File: src/rtl/seq_multiplier_hs_if.sv
// Handshake bundle for seq_multiplier_hs: operand/mode request channel and result channel.
// master = requester (drives operands, consumes result); slave = the multiplier.
interface seq_multiplier_hs_if #(
  parameter int W = 8
);
  logic           in_valid;
  logic           in_ready;
  logic           is_signed;
  logic [W-1:0]   multiplicand;
  logic [W-1:0]   multiplier;
  logic           out_valid;
  logic           out_ready;
  logic [2*W-1:0] result;

  modport master (
    output in_valid, is_signed, multiplicand, multiplier, out_ready,
    input  in_ready, out_valid, result
  );

  modport slave (
    input  in_valid, is_signed, multiplicand, multiplier, out_ready,
    output in_ready, out_valid, result
  );
endinterface

File: src/rtl/seq_multiplier_hs.sv
// Sequential shift-add multiplier, one multiplier bit per clock, signed/unsigned at runtime.
// Optional macro SEQ_MULT_EARLY_TERM_EN: leave CALC once the remaining multiplier bits are all zero.
module seq_multiplier_hs #(
  parameter int W = 8
) (
  input  logic                clk,
  input  logic                reset,
  seq_multiplier_hs_if.slave  bus,
  output logic                busy,
  output logic [1:0]          state_dbg
);

  localparam int CW = $clog2(W + 1);
  localparam logic [W-1:0]   ONE_W  = W'(1);
  localparam logic [2*W-1:0] ONE_2W = (2*W)'(1);

  // Handshake: a transfer happens on a rising clk edge where valid && ready are both high.
  // in_ready is high only in IDLE; out_valid is high only in VALID, where result is held
  // until out_ready is seen. Neither ready depends combinationally on the peer's valid.
  typedef enum logic [1:0] {
    S_IDLE  = 2'd0,
    S_CALC  = 2'd1,
    S_FIX   = 2'd2,
    S_VALID = 2'd3
  } state_t;

  state_t state_q, state_d;

  logic           sign_neg_q;
  logic [W-1:0]   mcand_q;
  logic [W-1:0]   acc_q;
  logic [W-1:0]   q_q;
  logic [CW-1:0]  count_q;
  logic [2*W-1:0] result_q;
`ifdef SEQ_MULT_EARLY_TERM_EN
  logic [W-1:0]   mq_q;
`endif

  logic [W-1:0]   a_mag;
  logic [W-1:0]   b_mag;
  logic [W:0]     sum;
  logic           calc_done;
  logic [2*W-1:0] prod_al;
  logic [2*W-1:0] prod_fix;

  always_comb begin
    state_d       = state_q;
    bus.in_ready  = 1'b0;
    bus.out_valid = 1'b0;
    busy          = 1'b0;
    case (state_q)
      S_IDLE: begin
        bus.in_ready = 1'b1;
        if (bus.in_valid) state_d = S_CALC;
      end
      S_CALC: begin
        busy = 1'b1;
        if (calc_done) state_d = S_FIX;
      end
      S_FIX: begin
        busy    = 1'b1;
        state_d = S_VALID;
      end
      S_VALID: begin
        bus.out_valid = 1'b1;
        if (bus.out_ready) state_d = S_IDLE;
      end
      default: state_d = S_IDLE;
    endcase
  end

  always_ff @(posedge clk or posedge reset) begin
    if (reset) state_q <= S_IDLE;
    else       state_q <= state_d;
  end

  // The most negative value negates to itself, which is exactly its unsigned magnitude.
  always_comb begin
    a_mag = (bus.is_signed && bus.multiplicand[W-1]) ? (~bus.multiplicand + ONE_W)
                                                      : bus.multiplicand;
    b_mag = (bus.is_signed && bus.multiplier[W-1])   ? (~bus.multiplier + ONE_W)
                                                      : bus.multiplier;
    sum       = {1'b0, acc_q} + (q_q[0] ? {1'b0, mcand_q} : '0);
    calc_done = (count_q == CW'(1));
`ifdef SEQ_MULT_EARLY_TERM_EN
    calc_done = calc_done || ((mq_q >> 1) == '0);
    // Unconsumed positions of q are zero; shifting them out realigns the product.
    prod_al   = {acc_q, q_q} >> count_q;
`else
    prod_al   = {acc_q, q_q};
`endif
    prod_fix  = sign_neg_q ? (~prod_al + ONE_2W) : prod_al;
  end

  always_ff @(posedge clk or posedge reset) begin
    if (reset) begin
      sign_neg_q <= 1'b0;
      mcand_q    <= '0;
      acc_q      <= '0;
      q_q        <= '0;
      count_q    <= '0;
      result_q   <= '0;
`ifdef SEQ_MULT_EARLY_TERM_EN
      mq_q       <= '0;
`endif
    end else begin
      case (state_q)
        S_IDLE: begin
          if (bus.in_valid) begin
            sign_neg_q <= bus.is_signed & (bus.multiplicand[W-1] ^ bus.multiplier[W-1]);
            mcand_q    <= a_mag;
            q_q        <= b_mag;
            acc_q      <= '0;
            count_q    <= CW'(W);
`ifdef SEQ_MULT_EARLY_TERM_EN
            mq_q       <= b_mag;
`endif
          end
        end
        S_CALC: begin
          // Carry out of the add lands in the top of acc during the same shift.
          acc_q   <= sum[W:1];
          q_q     <= {sum[0], q_q[W-1:1]};
          count_q <= count_q - CW'(1);
`ifdef SEQ_MULT_EARLY_TERM_EN
          mq_q    <= mq_q >> 1;
`endif
        end
        S_FIX: result_q <= prod_fix;
        default: ;
      endcase
    end
  end

  assign bus.result = result_q;
  assign state_dbg  = state_q;

endmodule

File: src/flat_wrapper.sv
// flat-port wrapper written by rule: the top's interface ports become plain ports
module seq_multiplier_hs_flat 
#(
  parameter int W = 8
)
  (clk, reset, busy, state_dbg, bus_in_valid, bus_is_signed, bus_multiplicand, bus_multiplier, bus_out_ready, bus_in_ready, bus_out_valid, bus_result);
  seq_multiplier_hs_if #(.W(W)) bus_i ();
  input  logic clk;
  input  logic reset;
  output logic busy;
  output logic [1:0] state_dbg;
  input wire logic [$bits(bus_i.in_valid)-1:0] bus_in_valid;
  input wire logic [$bits(bus_i.is_signed)-1:0] bus_is_signed;
  input wire logic [$bits(bus_i.multiplicand)-1:0] bus_multiplicand;
  input wire logic [$bits(bus_i.multiplier)-1:0] bus_multiplier;
  input wire logic [$bits(bus_i.out_ready)-1:0] bus_out_ready;
  output wire logic [$bits(bus_i.in_ready)-1:0] bus_in_ready;
  output wire logic [$bits(bus_i.out_valid)-1:0] bus_out_valid;
  output wire logic [$bits(bus_i.result)-1:0] bus_result;
  assign bus_i.in_valid = bus_in_valid;
  assign bus_i.is_signed = bus_is_signed;
  assign bus_i.multiplicand = bus_multiplicand;
  assign bus_i.multiplier = bus_multiplier;
  assign bus_i.out_ready = bus_out_ready;
  assign bus_in_ready = bus_i.in_ready;
  assign bus_out_valid = bus_i.out_valid;
  assign bus_result = bus_i.result;
  seq_multiplier_hs #(.W(W)) u_core (.clk(clk), .reset(reset), .bus(bus_i), .busy(busy), .state_dbg(state_dbg));
endmodule
File: config.mk
export PLATFORM = sky130hd
export DESIGN_NAME = seq_multiplier_hs_flat
export DESIGN_NICKNAME = d
export VERILOG_FILES = /design/src/rtl/seq_multiplier_hs_if.sv /design/src/rtl/seq_multiplier_hs.sv /design/src/flat_wrapper.sv
export SDC_FILE = /design/constraint.sdc
export NUM_CORES = 1
export LEC_CHECK = 0
export BUFFER_PORTS_ARGS = -buffer_cell sky130_fd_sc_hd__buf_2
export CAP_MARGIN = 40
export CORE_MARGIN = 4
export CORE_UTILIZATION = 30
export DETAILED_ROUTE_END_ITERATION = 16
export GPL_TIMING_DRIVEN = 0
export PLACE_DENSITY = 0.61
export REMOVE_ABC_BUFFERS = 1
export SETUP_SLACK_MARGIN = 0.4
export SYNTH_ARGS = -nofsm -noshare
export SYNTH_HDL_FRONTEND = slang
export SYNTH_SLANG_ARGS = --single-unit
File: constraint.sdc
create_clock -name clk -period 1.9 [get_ports clk]
set_input_delay 0.095 -clock clk [delete_from_list [all_inputs] [get_ports clk]]
set_output_delay 0.095 -clock clk [all_outputs]
set_load 0.01 [all_outputs]
==> reports/summary.txt <==
Clock Tree Root -> clkbuf_8
CP Capture Type -> register
Max IR drop VDD -> 0.4824 mV
CTS buffer count -> 5
Largest net degree at the start of global routing -> 34
CTS tree -> done
Fmax achieved -> 0.5143 GHz
Lkg Pwr -> 0.001779 µW
Post-route minimum period -> 1.944 ns
Top-area cell type share of the netlist area -> 0.4096
Hold WC Path Type -> input port to register
Worst setup margin -> -0.04434 ns
Worst r2r src -> u_core.q_q[0]
Crit Path Category -> register to register
Power Dens Cells -> 1653 mW/mm²
Worst-path clk slew -> 0.09 ns
Area contributors post-synth -> dfrtp_1 41%, ha_1 7.4%, o21ai_0 6.1%
Initial antenna violation count -> 0
Worst skew pair latency -> 0.30 ns
Post-synthesis sequential area ratio -> 0.4096
First-pass iteration count of the detailed router -> 4
Critical Path AT -> 2.14 ns
Starting density of the core -> 0.3093
Worst slew pin tran -> 0.3990 ns
Status -> complete, but fails checks
Layout cell share with drive strength beyond 1 -> 0.3709
Via count -> 2550
Antenna cells -> 0
PortBufs -> 41
First-pass GRT wire length -> 12.31 mm
Final setup fails -> 4
Final Core Density -> 0.4329
Clk buf depth -> 2
Required @ worst endpoint -> 2.10 ns
Max FO, Critical Path -> 3
GRT Total Usage -> 0.1337
Reg-to-reg slack, setup -> -0.04 ns
Seq cells post-synth -> 47
Pins Over Slew Limit -> 0
Final Wtd Congestion -> 0.8611
Routed vias/inst -> 4.830
Hold endpoint -> u_core.mcand_q[0]
Relative slew slack -> 0.7330
Final hold vios -> 0
RSZ-0062 raised after global routing -> true
Min-Delay Startpoint -> bus_multiplicand[0]
Hold_ws -> 0.09196 ns
Worst r2r dst -> u_core.acc_q[7]
Post-synthesis cell count -> 324
Top Ports -> 42
Die Ht -> 105.8 µm
Routed WL per cell -> 14.03 µm
Most common cell after layout, fill and taps aside -> buf_2
Period utilization -> 1.023
Violated checks -> setup timing
Final Skew -> 0.007638 ns
Post-detail-place hpwl -> 4.710 mm
Startpoint Class -> register
Max_cap viols -> 0
Global route overflow -> 0
Avg Cell Area, Syn -> 8.863 µm²
Vias in the first global route -> 2523
Count of cell types in the netlist -> 42
Most frequent cells in the layout -> 41 x buf_2, 40 x nand2_1, 39 x dfrtp_1
Final wirelength -> 7.409 mm
CTS sink cnt -> 47
Total Nets Final -> 437
Die X -> 105.8 µm
Core Area -> 0.009284 mm²
H-tree Lvls -> 2
Drt first-iter violations -> 70
Ys Warns -> 0
Hold-critical path depth -> 3
Total die area -> 0.01120 mm²
Area growth syn-to-layout -> 39.96%
Synth area leader -> dfrtp_1
Post-Syn Area -> 0.002872 mm²
Floorplan row count -> 35
Depth of the most critical reg-to-reg path -> 8
Antenna-violating nets left -> 0
DRC -> 0
cells by family after synthesis:
family | synth area share
AND/OR/NAND/NOR | 0.1699
adder cells (fa/ha/maj) | 0.08104
multiplexers | 0.04618
buffers and inverters | 0.04357
AO/OA/AOI/OAI | 0.1612
XOR/XNOR | 0.08845
flip-flops | 0.4096
worst max-delay path, stage by stage (launching register included):
cell and delay (ns):
dfrtp_2 0.44, and2_4 0.16, ha_4 0.16, fa_2 0.38
a21oi_2 0.18, o211ai_1 0.13, a21oi_2 0.17, o211ai_1 0.09
and2_1 0.14
per-layer routing:
metal	wire (µm)	share of wire	track usage	up-vias
li1	-	-	-	1260
met1	3336	0.45	0.1716	1228
met2	3711	0.50	0.2286	56
met3	287	0.039	0.02205	6
met4	74	0.010	0.04348	0
met5	0	0	0	-
area by class of cell:
cell class	count	area (µm²)
fill	920	5265
multi-input combinational	250	1896
sequential	47	1186
timing repair buffer	77	570.5
tap	129	161.4
clock buffer	5	68.82
inverter	17	68.82
clock inverter	3	67.56
flip-flops by register name, summed over array words and instances (netlist names):
register / cells
u_core.bus.result: 16
u_core.acc_q: 8
u_core.mcand_q: 8
u_core.q_q: 8
u_core.count_q: 4
u_core.state_dbg: 2
u_core.sign_neg_q: 1
worst max path at each step:
stage,from,end,depth (start not counted)
CTS,u_core.q_q[0],u_core.acc_q[7],8
global placement,u_core.state_dbg[1],u_core.q_q[4],4
floorplan,u_core.state_dbg[1],u_core.q_q[4],4
global route,u_core.q_q[0],u_core.acc_q[7],8
detailed placement,u_core.q_q[0],u_core.acc_q[7],8
finish,u_core.q_q[0],u_core.acc_q[7],8
cell usage after synthesis:
master / instances
nor3_1: 6
o22ai_1: 2
clkbuf_1: 7
inv_1: 16
and2_1: 9
mux2i_1: 5
a211oi_1: 1
ha_1: 17
a22o_1: 1
a32o_1: 1
nand2b_1: 1
a21oi_2: 1
nand3_1: 5
o211ai_1: 2
nor2b_1: 2
o32a_1: 1
a21oi_1: 27
or3_1: 7
dfrtp_1: 47
o21ai_0: 35
nor4_1: 1
nor2_1: 28
mux2_4: 1
a41o_1: 1
o21ai_1: 1
clkinv_1: 1
xnor2_1: 13
clkbuf_2: 1
o31ai_1: 5
fa_1: 1
clkbuf_8: 1
nand2_1: 44
mux2_2: 6
nand4b_1: 1
o21bai_1: 1
or2_0: 1
a31oi_1: 2
buf_2: 1
a21o_1: 1
xor2_1: 16
nor3b_1: 3
buf_6: 1
repair_timing:
item / 4_1_cts / 5_1_grt
hold buffers: 1 / 0
pin swaps: 33 / 13
endpoints found under the hold margin: 14 / 0
setup endpoints to repair: 42 / 41
buffers inserted: 24 / 8
resized for setup: 74 / 19
gates cloned: 1 / 1
power breakdown:
part           switching, µW  internal, µW  total, µW
Clock                    354           525        879
Combinational           1910          1960       3860
Sequential               445          1460       1900
per-stage QoR:
stage / instance area, µm² / setup TNS (ns) / std cells / power, µW / setup slack (ns)
after CTS: 3856 / -0.007418 / 519 / 6284 / -0.007418
after floorplan: 2810 / -2.423 / 313 / 3578 / -0.3275
after global routing: 4019 / -0.5046 / 528 / 7174 / -0.1479
after global placement: 3177 / -10.49 / 483 / 4228 / -0.7006
final: 4019 / -0.09411 / 528 / 6644 / -0.04434
after detailed placement: 3216 / -4.153 / 485 / 4373 / -0.4066
(Power assumes the default switching activity.)
